**config.mk**
```make
export PLATFORM = sky130hd
export DESIGN_NAME = uart_tx_flat
export DESIGN_NICKNAME = d
export VERILOG_FILES = /design/src/rtl/uart_tx_if.sv /design/src/rtl/uart_tx.sv /design/src/flat_wrapper.sv
export SDC_FILE = /design/constraint.sdc
export NUM_CORES = 1
export LEC_CHECK = 0
export ABC_AREA = 1
export CAP_MARGIN = 20
export CORE_ASPECT_RATIO = 0.8
export CORE_UTILIZATION = 46
export CTS_BUF_LIST = sky130_fd_sc_hd__clkbuf_4 sky130_fd_sc_hd__clkbuf_8
export DETAILED_ROUTE_END_ITERATION = 12
export GPL_TIMING_DRIVEN = 1
export PLACE_DENSITY_LB_ADDON = 0.15
export SLEW_MARGIN = 20
export SYNTH_ARGS = -nofsm -noshare
export SYNTH_HDL_FRONTEND = slang
export SYNTH_SLANG_ARGS = --single-unit
```
**constraint.sdc**
```tcl
create_clock -name clk -period 1.7 [get_ports clk]
set_clock_uncertainty 0.05 [all_clocks]
set_input_delay 0.17 -clock clk [delete_from_list [all_inputs] [get_ports clk]]
set_output_delay 0.17 -clock clk [all_outputs]
set_load 0.02 [all_outputs]
```
**src/rtl/uart_tx_if.sv**
```systemverilog
// CPU-facing bus of the UART transmitter: store strobe, store data, status and line.
interface uart_tx_if;
    logic        uart_write;
    logic [31:0] data_in;
    logic        uart_busy;
    logic        tx_active;
    logic        tx;

    // CPU / address-decoder side
    modport master (
        output uart_write,
        output data_in,
        input  uart_busy,
        input  tx_active,
        input  tx
    );

    // Transmitter side
    modport slave (
        input  uart_write,
        input  data_in,
        output uart_busy,
        output tx_active,
        output tx
    );
endinterface

```
**src/rtl/uart_tx.sv**
```systemverilog
// 8N1/8N2 UART transmitter with a one-entry holding register in front of the shifter.
module uart_tx #(
    parameter int unsigned CLK_FREQ  = 50_000_000,
    parameter int unsigned BAUD      = 115200,
    parameter int unsigned STOP_BITS = 1
) (
    input logic     clk,
    input logic     rst,
    uart_tx_if.slave bus
);

    localparam int unsigned CLKS_PER_BIT = CLK_FREQ / BAUD;
    localparam int unsigned CNT_W        = $clog2(CLKS_PER_BIT);

    localparam logic [1:0] IDLE  = 2'd0;
    localparam logic [1:0] START = 2'd1;
    localparam logic [1:0] DATA  = 2'd2;
    localparam logic [1:0] STOP  = 2'd3;

    logic [1:0]       state_q, state_d;
    logic [CNT_W-1:0] baud_cnt_q, baud_cnt_d;
    logic [2:0]       bit_idx_q, bit_idx_d;
    logic [7:0]       shifter_q, shifter_d;
    logic [7:0]       hold_q, hold_d;
    logic             hold_valid_q, hold_valid_d;
    logic             tx_q, tx_d;

    logic bit_end;
    logic last_data;
    logic last_stop;

    // Upper store bits carry no meaning for a byte-wide transmitter.
    logic unused_data;
    assign unused_data = ^bus.data_in[31:8];

    assign bit_end   = (baud_cnt_q == CNT_W'(CLKS_PER_BIT - 1));
    assign last_data = (bit_idx_q == 3'd7);
    // In STOP, bit_idx counts stop bits instead of data bits.
    assign last_stop = (bit_idx_q == 3'(STOP_BITS - 1));

    // Next-state: holding-register fill, then frame sequencing and drain.
    always_comb begin
        state_d      = state_q;
        baud_cnt_d   = baud_cnt_q;
        bit_idx_d    = bit_idx_q;
        shifter_d    = shifter_q;
        hold_d       = hold_q;
        hold_valid_d = hold_valid_q;
        tx_d         = tx_q;

        // Drain only happens while hold_valid_q=1, so it never collides with a fill.
        if (bus.uart_write && !hold_valid_q) begin
            hold_d       = bus.data_in[7:0];
            hold_valid_d = 1'b1;
        end

        case (state_q)
            IDLE: begin
                tx_d       = 1'b1;
                baud_cnt_d = '0;
                if (hold_valid_q) begin
                    shifter_d    = hold_q;
                    hold_valid_d = 1'b0;
                    tx_d         = 1'b0;
                    state_d      = START;
                end
            end
            START: begin
                if (bit_end) begin
                    baud_cnt_d = '0;
                    bit_idx_d  = 3'd0;
                    tx_d       = shifter_q[0];
                    state_d    = DATA;
                end else begin
                    baud_cnt_d = baud_cnt_q + 1'b1;
                end
            end
            DATA: begin
                if (bit_end) begin
                    baud_cnt_d = '0;
                    if (last_data) begin
                        bit_idx_d = 3'd0;
                        tx_d      = 1'b1;
                        state_d   = STOP;
                    end else begin
                        // Shift right so the next bit is always at shifter[1] -> shifter[0].
                        bit_idx_d = bit_idx_q + 3'd1;
                        tx_d      = shifter_q[1];
                        shifter_d = {1'b0, shifter_q[7:1]};
                    end
                end else begin
                    baud_cnt_d = baud_cnt_q + 1'b1;
                end
            end
            STOP: begin
                if (bit_end) begin
                    baud_cnt_d = '0;
                    if (last_stop) begin
                        bit_idx_d = 3'd0;
                        if (hold_valid_q) begin
                            // Back-to-back frame: no idle gap after the stop bit(s).
                            shifter_d    = hold_q;
                            hold_valid_d = 1'b0;
                            tx_d         = 1'b0;
                            state_d      = START;
                        end else begin
                            tx_d    = 1'b1;
                            state_d = IDLE;
                        end
                    end else begin
                        bit_idx_d = bit_idx_q + 3'd1;
                    end
                end else begin
                    baud_cnt_d = baud_cnt_q + 1'b1;
                end
            end
            default: begin
                tx_d    = 1'b1;
                state_d = IDLE;
            end
        endcase
    end

    // State registers with synchronous reset; reset abandons any frame and queued byte.
    always_ff @(posedge clk) begin
        if (rst) begin
            state_q      <= IDLE;
            baud_cnt_q   <= '0;
            bit_idx_q    <= 3'd0;
            shifter_q    <= 8'd0;
            hold_q       <= 8'd0;
            hold_valid_q <= 1'b0;
            tx_q         <= 1'b1;
        end else begin
            state_q      <= state_d;
            baud_cnt_q   <= baud_cnt_d;
            bit_idx_q    <= bit_idx_d;
            shifter_q    <= shifter_d;
            hold_q       <= hold_d;
            hold_valid_q <= hold_valid_d;
            tx_q         <= tx_d;
        end
    end

    assign bus.uart_busy = hold_valid_q;
    assign bus.tx_active = (state_q != IDLE);
    assign bus.tx        = tx_q;

endmodule

```
**src/flat_wrapper.sv**
```systemverilog
// flat-port wrapper written by rule: the top's interface ports become plain ports
module uart_tx_flat 
#(
    parameter int unsigned CLK_FREQ  = 50_000_000,
    parameter int unsigned BAUD      = 115200,
    parameter int unsigned STOP_BITS = 1
)
  (clk, rst, bus_uart_write, bus_data_in, bus_uart_busy, bus_tx_active, bus_tx);
  uart_tx_if bus_i ();
  input logic clk;
  input logic rst;
  input wire logic [$bits(bus_i.uart_write)-1:0] bus_uart_write;
  input wire logic [$bits(bus_i.data_in)-1:0] bus_data_in;
  output wire logic [$bits(bus_i.uart_busy)-1:0] bus_uart_busy;
  output wire logic [$bits(bus_i.tx_active)-1:0] bus_tx_active;
  output wire logic [$bits(bus_i.tx)-1:0] bus_tx;
  assign bus_i.uart_write = bus_uart_write;
  assign bus_i.data_in = bus_data_in;
  assign bus_uart_busy = bus_i.uart_busy;
  assign bus_tx_active = bus_i.tx_active;
  assign bus_tx = bus_i.tx;
  uart_tx #(.CLK_FREQ(CLK_FREQ), .BAUD(BAUD), .STOP_BITS(STOP_BITS)) u_core (.clk(clk), .rst(rst), .bus(bus_i));
endmodule
```
# Yosys cells after proc, flatten, opt, wreduce, memory -nomap -nowiden
# Cells that the tools add are included.
# word_totals
wordCells	67
in_bits	35
regBits	32
mem_count	0
latch_bits	0
romBits	0
mem_bits_rw	0
# op_classes
addsub	2
bitwise_logic	0
n_reduce_logical	12
n_lt_le_gt_ge	0
multipliers	0
div	0
n_eq_ne	12
n_shift	0
mux	34
# op_table
operator	count
$mux 8	5
$pmux 8 s3	1
$pmux 9 s2	1
$mux 3	5
$mux 2	6
$ne 2x1->1 const B	6
$mux 1	11
$add 9x1->9 const B	1
$eq 9x9->1 const B	1
$mux 9	1
$pmux 3 s3	1
$pmux 2 s4	1
$reduce_and 4->1	2
$reduce_and 6->1	1
$reduce_bool 3->1	2
$reduce_and 5->1	1
$eq 2x2->1 const B	2
$pmux 1 s4	1
$add 3x1->3 const B	1
$eq 3x3->1 const B	1
$logic_not 3->1	1
$reduce_or 3->1	1
$eq 2x1->1 const B	1
$logic_not 2->1	1
other kinds (5)	5

# Depth between registers and ports, before layout
# Gate-level depths: netlist of run 1.
# logic_depth
ltp_word	7
ltp_mapped	11
ltp_nobuf	11

# Least setup slack after synthesis of run 1
# OpenSTA, ideal clock, no wires.
# synth_timing
path_kind	register -> register
from	register u_core.state_q[0]
to	register u_core.shifter_q[1]
path_stages_with_launch	9
path_buffers	0
arrival_time_ps	1416
slack_ps	121
path_cell_list	dfxtp_1 inv_1 ha_1 o21ai_2 nand2_1 a21oi_4 nand3_1 nand2_1 nor2_1
# synth_between
elab_chain_cells	3
# synth_rtl
item	line	rtl
start, declared	uart_tx.sv:20	logic [1:0] state_q, state_d;
start signal, assigned	uart_tx.sv:135	state_q <= state_d;
$eq 2x2->1 or $logic_not 2->1 (tied branches)	uart_tx.sv:57	case (state_q)
$ne 2x2->1 (no source line), or another cell as far along	-	
$reduce_and 5->1 (no source line)	-	
end signal, assigned	uart_tx.sv:138	shifter_q <= shifter_d;
end, declared	uart_tx.sv:23	logic [7:0] shifter_q, shifter_d;
# Several ways; a longest one is shown, not always the timed one.
# A chain may end at the register's enable or synchronous reset.

# Worst setup path after layout of run 1
# layout_timing
from	register u_core.state_q[1]
to	output port bus_tx_active
# layout_between
elab_chain_cells	1
# layout_rtl
item	line	rtl
$reduce_bool 2->1	uart_tx.sv:146	assign bus.tx_active = (state_q != IDLE);
end, declared	flat_wrapper.sv:15	output wire logic [$bits(bus_i.tx_active)-1:0] bus_tx_active;
# Every way passes these cells.

==> results of run 1 <==
registers in the layout, summed over array words and instances, names as in the netlist:
name / cells
u_core.bit_idx_q: 3
u_core.hold_q: 8
u_core.baud_cnt_q: 9
u_core.shifter_q: 8
u_core.bus.uart_busy: 1
u_core.bus.tx: 1
u_core.state_q: 2
metrics by stage:
step / setup TNS (ps) / power (mW) / std cells / utilization (%)
after floorplan: 0 / 1.95 / 221 / -
after global placement: 0 / 2.28 / 280 / 54.5
after detailed placement: 0 / 2.30 / 280 / 54.5
after CTS: 0 / 2.93 / 287 / 57.3
after global routing: -37.7 / 3.22 / 287 / 58.7
final: 0 / 2.97 / 287 / 58.7
worst min-delay path by stage:
| stage | from | end | slack [ps] | cells after the start |
|---|---|---|---|---|
| after global placement | u_core.baud_cnt_q[0] | u_core.baud_cnt_q[0] | 400 | 1 |
| after detailed placement | u_core.baud_cnt_q[0] | u_core.baud_cnt_q[0] | 410 | 1 |
| after CTS | u_core.baud_cnt_q[0] | u_core.baud_cnt_q[0] | 430 | 1 |
| final | u_core.baud_cnt_q[0] | u_core.baud_cnt_q[0] | 380 | 1 |
| after global routing | u_core.baud_cnt_q[0] | u_core.baud_cnt_q[0] | 410 | 1 |
| after floorplan | bus_data_in[0] | u_core.hold_q[0] | 290 | 2 |
final cells by class:
class,instances,area [sq um]
Sequential cell,32,644
Inverter,22,85.1
Multi-Input combinational cell,164,963
Fill cell,340,1420
Tap cell,42,52.6
Timing Repair Buffer,20,183
Clock buffer,7,96.3
routing by layer:
layer	vias up	GRT usage, %	part of all wire (%)
li1	761	-	-
met1	636	23.3	50
met2	27	27.2	44
met3	6	6.70	5.0
met4	0	6.12	1.5
met5	-	0	0
cells by family after synthesis:
group | after synthesis | synth area share (%)
multiplexers | 7 | 4.23
adder cells (fa/ha/maj) | 10 | 7.55
XOR/XNOR | 2 | 1.06
AO/OA/AOI/OAI | 25 | 8.99
flip-flops | 32 | 38.7
AND/OR/NAND/NOR | 120 | 33.8
buffers and inverters | 25 | 5.74
critical path: stages, from the launching register on:
cell and delay, ps:
dfxtp_2 380, inv_1 100, ha_1 210, inv_1 90
clkdlybuf4s15_1 310
layout by cell type (no fill, tap or decap):
cell | synthesis | layout
nor2_1 | 51 | 50
nand2_1 | 35 | 34
dfxtp_1 | 32 | 29
inv_1 | 21 | 20
o21ai_0 | 13 | 13
clkdlybuf4s50_1 | 0 | 12
nand3_1 | 14 | 10
mux2i_1 | 7 | 7
ha_1 | 10 | 7
clkbuf_8 | 0 | 7
buf_4 | 0 | 7
a21oi_1 | 6 | 6
nand3_2 | 1 | 5
nand2_2 | 3 | 4
nor3_1 | 4 | 4
nor2_2 | 2 | 3
nand2_4 | 3 | 3
dfxtp_2 | 0 | 3
nand4_1 | 2 | 2
a31oi_1 | 2 | 2
nor3b_1 | 2 | 2
ha_2 | 0 | 2
inv_2 | 1 | 1
o21ai_2 | 1 | 1
nand3_4 | 1 | 1
nor2_8 | 1 | 1
inv_4 | 0 | 1
a21oi_4 | 1 | 1
a41oi_1 | 1 | 1
and3_1 | 1 | 1
o21bai_1 | 1 | 1
xor2_1 | 1 | 1
xnor2_1 | 1 | 1
ha_4 | 0 | 1
clkdlybuf4s15_1 | 0 | 1
power groups by stage:
stage	combinational [mW]	clock, mW	sequential (mW)
final	1.34	0.624	0.997
after CTS	1.29	0.646	0.990
after global placement	1.28	0	1.00
after detailed placement	1.30	0	1.01
after global routing	1.51	0.684	1.02
after floorplan	0.934	0	1.01
timing repair:
item                       in CTS  in global routing
setup endpoints to repair       1                  9
hold buffers                    0                  0
pin swaps                       0                  4
resized for setup               1                 16
==> impl_metrics.toml, run 1 <==
[yosys]
synth_top_area_share_pct = 38.7
synthTopCellsByArea = "dfxtp_1 (39%), nor2_1 (12%), nand2_1 (7.9%)"
synth.largest_area_cell = "dfxtp_1"
yosysMostFrequentCell = "nor2_1"
ys_async_sr_fraction_pct = 0
avgSynthCellArea_sq_um = 7.50
synth_edf_count = 0
synth_nets = 266
synth-seq-area-share_pct = 38.7
synth_common_cells = "nor2_1 (51), nand2_1 (35), dfxtp_1 (32)"
yosys_warnings = 0
syn_area_sq_um = 1660
synthCells = 221
synth_ff_type = "dfxtp_1"
netlist-cell-type-count = 30
synth-seq-cells = 32

[floorplanning]
die_w_um = 69.1
core_sq_um = 3450
die-height_um = 55.7
start_util_pct = 48.1
core.rowCount = 19
ios = 38
dieArea_sq_um = 3850

[clock_network]
clock_path_buffers = 2
cts-root-buf = "clkbuf_8"
clkTransAtPathRegs_ps = 60
htree_num_levels = 2
cts_num_sinks = 32
post-cts-setup-buffers = 0
clock_latency_ps = 280
cts-buffers-inserted = 5
cts_tree = "done"

[worst_hold_path]
hold_path.class = "reg2reg"

[worst_setup_path]
cp-end-kind = "output pin"
reg2reg_setup_slack_ps = 120
critPathLaunch = "u_core.state_q[1]"
arrival_ps = 1370
rr_worst_depth = 10
worstReg2RegStart = "u_core.bit_idx_q[0]"
setup.worst_path.end = "bus_tx_active"
cp_max_fo = 4
worstSetupPathType = "reg2out"
start_kind = "register"
required_ps = 1480
r2r-end = "u_core.shifter_q[6]"

[timing]
fin_ws_ps = 108
setup-violations-final = 0
tightest_slew_ps = 376
period_minus_slack_ps = 1590
whs_ps = 384
relSlewSlack_pct = 74.9
period_share_pct = 93.6
drv_slew = 0
clock.fmax_ghz = 0.628
hold_viol = 0

[power_and_ir_drop]
internal_power_mw = 1.81
power_switching_mw = 1.16
p_comb_share_pct = 45.3
leakage_nw = 0.870
peakVddDrop_mv = 0.790
p_seq_share_pct = 33.6
pwr_density_cell_nw_per_um2 = 1470
p_sw_share_pct = 39.1
clkPwrFrac_pct = 21.0

[place]
port_buffers = 13
gp_congestion = 0.835
place.detailed.hpwl_um = 2270
dp_slack_ps = 77.4
post_dp_cell_area_sq_um = 1880

[layout]
drive_above_1_share_pct = 16.7
fin_nets = 290
syn_to_final_growth_pct = 22.2
final_area_sq_um = 2020
n_antenna_cell = 0

[global_route]
grt-ovfl-total = 0
grt_max_degree = 21
track_usage_pct = 17.9
antenna_found_initial = 0
first_global_vias = 1237
grt_pass1_wl_um = 5380

[status]
status = "finished clean"

[job]
maxCapViolations = 0

[route]
drt_wl_total_um = 3180
viasPerCell = 4.98
detail_route.wl_per_cell_um = 11.1
drtAntennaViolNets = 0
dr.first_iter.drc_count = 46
vias = 1430
drc = 0
first_pass_iters = 4
Note: power is estimated with default switching activity, not from simulation.
==> run 2, diff against run 1 <==
- CORE_MARGIN: not set -> 3
==> run 2 against run 1 <==
Cell area increased by 1.2%. Global-route usage is 0.69 points lower. Combinational power hardly changed. Final cell count increased by 0.35%. Critical path type is now reg2reg. Critical endpoint is now u_core.shifter_q[4]. Largest cell class unchanged.
==> impl_metrics.toml, run 2 (synthesized netlist as in run 1, its figures left out) <==
[global_route]
first_global_vias = 1215
antenna_found_initial = 0
grt_max_degree = 13
track_usage_pct = 17.2
grt-ovfl-total = 0
grt_pass1_wl_um = 5460

[layout]
layout_common_cells = "nor2_1 (51), nand2_1 (34), dfxtp_1 (29)"
regMostFlops = "u_core.baud_cnt_q"
layout_commonest_cell = "nor2_1"
syn_to_final_growth_pct = 23.7
fin_nets = 292
reg.largest.list = "u_core.baud_cnt_q: 9 flops, u_core.hold_q: 8 flops, u_core.shifter_q: 8 flops"
n_antenna_cell = 0
largest_reg_flops = 9
drive_above_1_share_pct = 16.5
final_area_sq_um = 2050
utilization_pct = 62.8

[place]
port_buffers = 13
post_dp_cell_area_sq_um = 1890
place.detailed.hpwl_um = 2400
gp_congestion = 0.817

[timing]
hold_viol = 0
tightest_slew_ps = 372
fin_tns_setup_ps = 0
setup-violations-final = 0
relSlewSlack_pct = 74.9
period_minus_slack_ps = 1610
period_share_pct = 94.9
clock.fmax_ghz = 0.620
whs_ps = 385
drv_slew = 0

[route]
dr.first_iter.drc_count = 96
drt_wl_total_um = 3300
vias = 1396
first_pass_iters = 4
drtAntennaViolNets = 0
detail_route.wl_per_cell_um = 11.5
viasPerCell = 4.85
drc = 0

[floorplanning]
core_sq_um = 3270
start_util_pct = 50.7
die-height_um = 59.7
dieArea_sq_um = 4360
core.rowCount = 18
ios = 38
die_w_um = 73.1

[power_and_ir_drop]
pwr_density_cell_nw_per_um2 = 1450
leakage_nw = 0.884
peakVddDrop_mv = 0.834

[clock_network]
cts-root-buf = "clkbuf_8"
cts_num_sinks = 32
clock_path_buffers = 2
cts_tree = "done"
cts-buffers-inserted = 5
clkTransAtPathRegs_ps = 60
htree_num_levels = 2
clock_latency_ps = 280

[worst_setup_path]
reg2reg_setup_slack_ps = 90
rr_worst_depth = 10
start_kind = "register"
arrival_ps = 1750
cp-end-kind = "register"
required_ps = 1830
setup.worst_path.end = "u_core.shifter_q[4]"
worstReg2RegStart = "u_core.bit_idx_q[1]"
cp_max_fo = 8
worstSetupPathType = "reg2reg"
critPathLaunch = "u_core.bit_idx_q[1]"
r2r-end = "u_core.shifter_q[4]"

[status]
status = "finished clean"

[worst_hold_path]
hold_path.class = "reg2reg"

[job]
maxCapViolations = 0
## run 2: cell count changes in the layout (fill, tap and decap cells not counted), sizes merged
cell	change
clkdlybuf4s15	-1
clkbuf	+1
dlygate4sd2	+1
buf	+2
## run 2: how the worst min path moves through the flow
stage                               startpoint              endpoint  slack, ps  depth (start not counted)
final                     u_core.baud_cnt_q[0]  u_core.baud_cnt_q[0]        380                          1
after global routing      u_core.baud_cnt_q[0]  u_core.baud_cnt_q[0]        430                          1
after detailed placement         u_core.bus.tx         u_core.bus.tx        410                          2
after global placement    u_core.baud_cnt_q[0]  u_core.baud_cnt_q[0]        410                          1
after CTS                       bus_data_in[0]      u_core.hold_q[0]        430                          3
after floorplan                 bus_data_in[0]      u_core.hold_q[0]        290                          2
## run 2: report_power, final
part           leakage, nW  switching (mW)  internal (mW)
logic                0.568           0.806          0.539
registers            0.264          0.0942          0.906
clock network       0.0523           0.269          0.362
## run 2: stage by stage
stage | setup WS (ps) | power [mW] | cells
6_report | 87.3 | 2.98 | 288
5_1_grt | -3.64 | 3.25 | 288
4_1_cts | 11.9 | 2.94 | 288
3_5_place_dp | 20.9 | 2.29 | 280
3_3_place_gp | 46.6 | 2.28 | 280
2_1_floorplan | 121 | 1.95 | 221
## run 2: timing repair
| action | in CTS | in global routing |
|---|---|---|
| pin swaps | 0 | 4 |
| gates resized for setup | 1 | 14 |
| buffers inserted | 0 | 0 |
| hold buffers | 0 | 0 |
| endpoints found under the setup margin | 1 | 10 |
## run 2: area by class of cell
| class | instances | area (sq um) |
|---|---|---|
| Fill cell | 294 | 1220 |
| Multi-Input combinational cell | 164 | 976 |
| Sequential cell | 32 | 644 |
| Timing Repair Buffer | 22 | 196 |
| Clock buffer | 8 | 97.6 |
| Inverter | 22 | 85.1 |
| Tap cell | 40 | 50.0 |
## run 2: critical path, cell delays in order, from the launching register on
cell and delay (ps):
dfxtp_1 340, ha_4 170, ha_4 150, inv_1 40, nand2_1 70, o21ai_2 80
nand2_2 80, a21oi_4 270, nand3_1 120, nand2_1 90, nor2_1 40
## run 2: layer usage
layer  global-route usage [%]  share of wire (%)
met5                        0                  0
met4                     8.68                2.1
met3                     7.56                4.2
met2                     21.7                 42
met1                     24.2                 52
==> run 3, diff against run 2 <==
--- a/constraint.sdc
+++ b/constraint.sdc
@@ -3,3 +3,3 @@
 set_input_delay 0.17 -clock clk [delete_from_list [all_inputs] [get_ports clk]]
 set_output_delay 0.17 -clock clk [all_outputs]
-set_load 0.02 [all_outputs]
+set_load 0.05 [all_outputs]
==> run 3 against run 2 <==
Cell area is 0.79% lower. Register-to-register slack better by 20 ps. Routed wire length decreased by 4.3%. Clock power about the same. First-iteration DRC count down 55%. Critical path depth unchanged.
==> impl_metrics.toml, run 3 (synthesized netlist as in run 1, its figures left out) <==
[layout]
reg.largest.list = "u_core.baud_cnt_q: 9 flops, u_core.hold_q: 8 flops, u_core.shifter_q: 8 flops"
largest_reg_flops = 9
regMostFlops = "u_core.baud_cnt_q"
n_antenna_cell = 0
nFillCells = 287
layout_commonest_cell = "nor2_1"
layout_common_cells = "nor2_1 (50), nand2_1 (32), dfxtp_1 (31)"
final_area_sq_um = 2030
fin_nets = 293
drive_above_1_share_pct = 18.5
syn_to_final_growth_pct = 22.7

[status]
status = "finished clean"

[clock_network]
cts_hold_buf = 0
cts-buffers-inserted = 5
clock_path_buffers = 2
clock_latency_ps = 280
cts_tree = "done"
cts-root-buf = "clkbuf_8"
htree_num_levels = 2
cts_num_sinks = 32
clkTransAtPathRegs_ps = 60

[worst_hold_path]
hold_path.class = "reg2reg"

[global_route]
grt_max_degree = 13
track_usage_pct = 17.2
antenna_found_initial = 0
grt_pass1_wl_um = 5760
grt-ovfl-total = 0
first_global_vias = 1296

[power_and_ir_drop]
p_seq_share_pct = 32.4
pwr_density_cell_nw_per_um2 = 1500
p_sw_share_pct = 40.1
clkPwrFrac_pct = 20.7
peakVddDrop_mv = 1.01
power_switching_mw = 1.22
leakage_nw = 0.889
internal_power_mw = 1.82
p_comb_share_pct = 46.9

[floorplanning]
die-height_um = 59.7
core_sq_um = 3270
dieArea_sq_um = 4360
die_w_um = 73.1
core.rowCount = 18
start_util_pct = 50.7
ios = 38

[place]
port_buffers = 13
place.detailed.hpwl_um = 2400
post_dp_cell_area_sq_um = 1900
gp_congestion = 0.806

[route]
viasPerCell = 4.86
vias = 1404
drc = 0
dr.first_iter.drc_count = 43
drt_wl_total_um = 3160
drtAntennaViolNets = 0
detail_route.wl_per_cell_um = 10.9
first_pass_iters = 4

[worst_setup_path]
arrival_ps = 1710
worstSetupPathType = "reg2reg"
start_kind = "register"
cp-end-kind = "register"
required_ps = 1830
slowest_delay_ps = 320
reg2reg_setup_slack_ps = 110
crit_buf_inv = 1
cp_max_fo = 8
slowest_stage = "dfxtp_2"
path_cells = "ha_2 -> ha_2 -> inv_1 -> nand2_2 -> o21ai_2 -> nand2_2 -> a21oi_4 -> nand3_1 -> nand2_1 -> nor2_1"
path_delay_family = "simple AND/OR/NAND/NOR gates"

[timing]
tightest_slew_ps = 350
drv_slew = 0
fin_tns_setup_ps = 0
hold_viol = 0
relSlewSlack_pct = 76.6
whs_ps = 426
clock.fmax_ghz = 0.630
setup-violations-final = 0
period_minus_slack_ps = 1590
rsz0062_at_grt = "false"
period_share_pct = 93.4

[job]
maxCapViolations = 0
run 3: cell type report:
type / instances / area (sq um) / area share [%]
Clock buffer: 8 / 97.6 / 4.80
Inverter: 22 / 85.1 / 4.18
Multi-Input combinational cell: 164 / 948 / 46.6
Sequential cell: 32 / 642 / 31.6
Tap cell: 40 / 50.0 / 2.46
Timing Repair Buffer: 23 / 210 / 10.3
run 3: power groups by stage:
stage          registers [mW]  logic (mW)  clock network [mW]
6_report                0.987        1.43               0.629
4_1_cts                 0.986        1.40               0.643
2_1_floorplan            1.05       0.961                   0
3_5_place_dp             1.00        1.38                   0
3_3_place_gp             1.00        1.37                   0
5_1_grt                  1.01        1.62               0.678
run 3: metal layers:
metal	vias up	global-route usage, %	part of all wire [%]
met5	-	0	0
met4	0	5.53	1.4
met3	5	4.54	5.2
met2	30	24.6	42
met1	604	24.9	52
li1	765	-	-
run 3: path summary, 6_finish.rpt:
path | startpoint | endpoint | cells past startpoint
worst min register to register | u_core.baud_cnt_q[0] | u_core.baud_cnt_q[0] | 1
worst max-delay path | u_core.bit_idx_q[0] | u_core.shifter_q[0] | 10
worst max register to register | u_core.bit_idx_q[0] | u_core.shifter_q[0] | 10
worst min-delay path | u_core.baud_cnt_q[0] | u_core.baud_cnt_q[0] | 1
run 3: metrics by stage:
stage	util [%]	power [mW]	instances	setup WS, ps
2_1_floorplan	-	2.02	221	41.2
3_3_place_gp	58.1	2.37	280	65.8
3_5_place_dp	58.1	2.38	280	69.5
4_1_cts	61.1	3.03	288	54.0
5_1_grt	62.3	3.31	289	6.87
6_report	62.3	3.04	289	112
run 3: what timing repair did:
| action | CTS | global route |
|---|---|---|
| endpoints found under the setup margin | 0 | 10 |
| setup buffers | 0 | 1 |
| resized for setup | 0 | 13 |
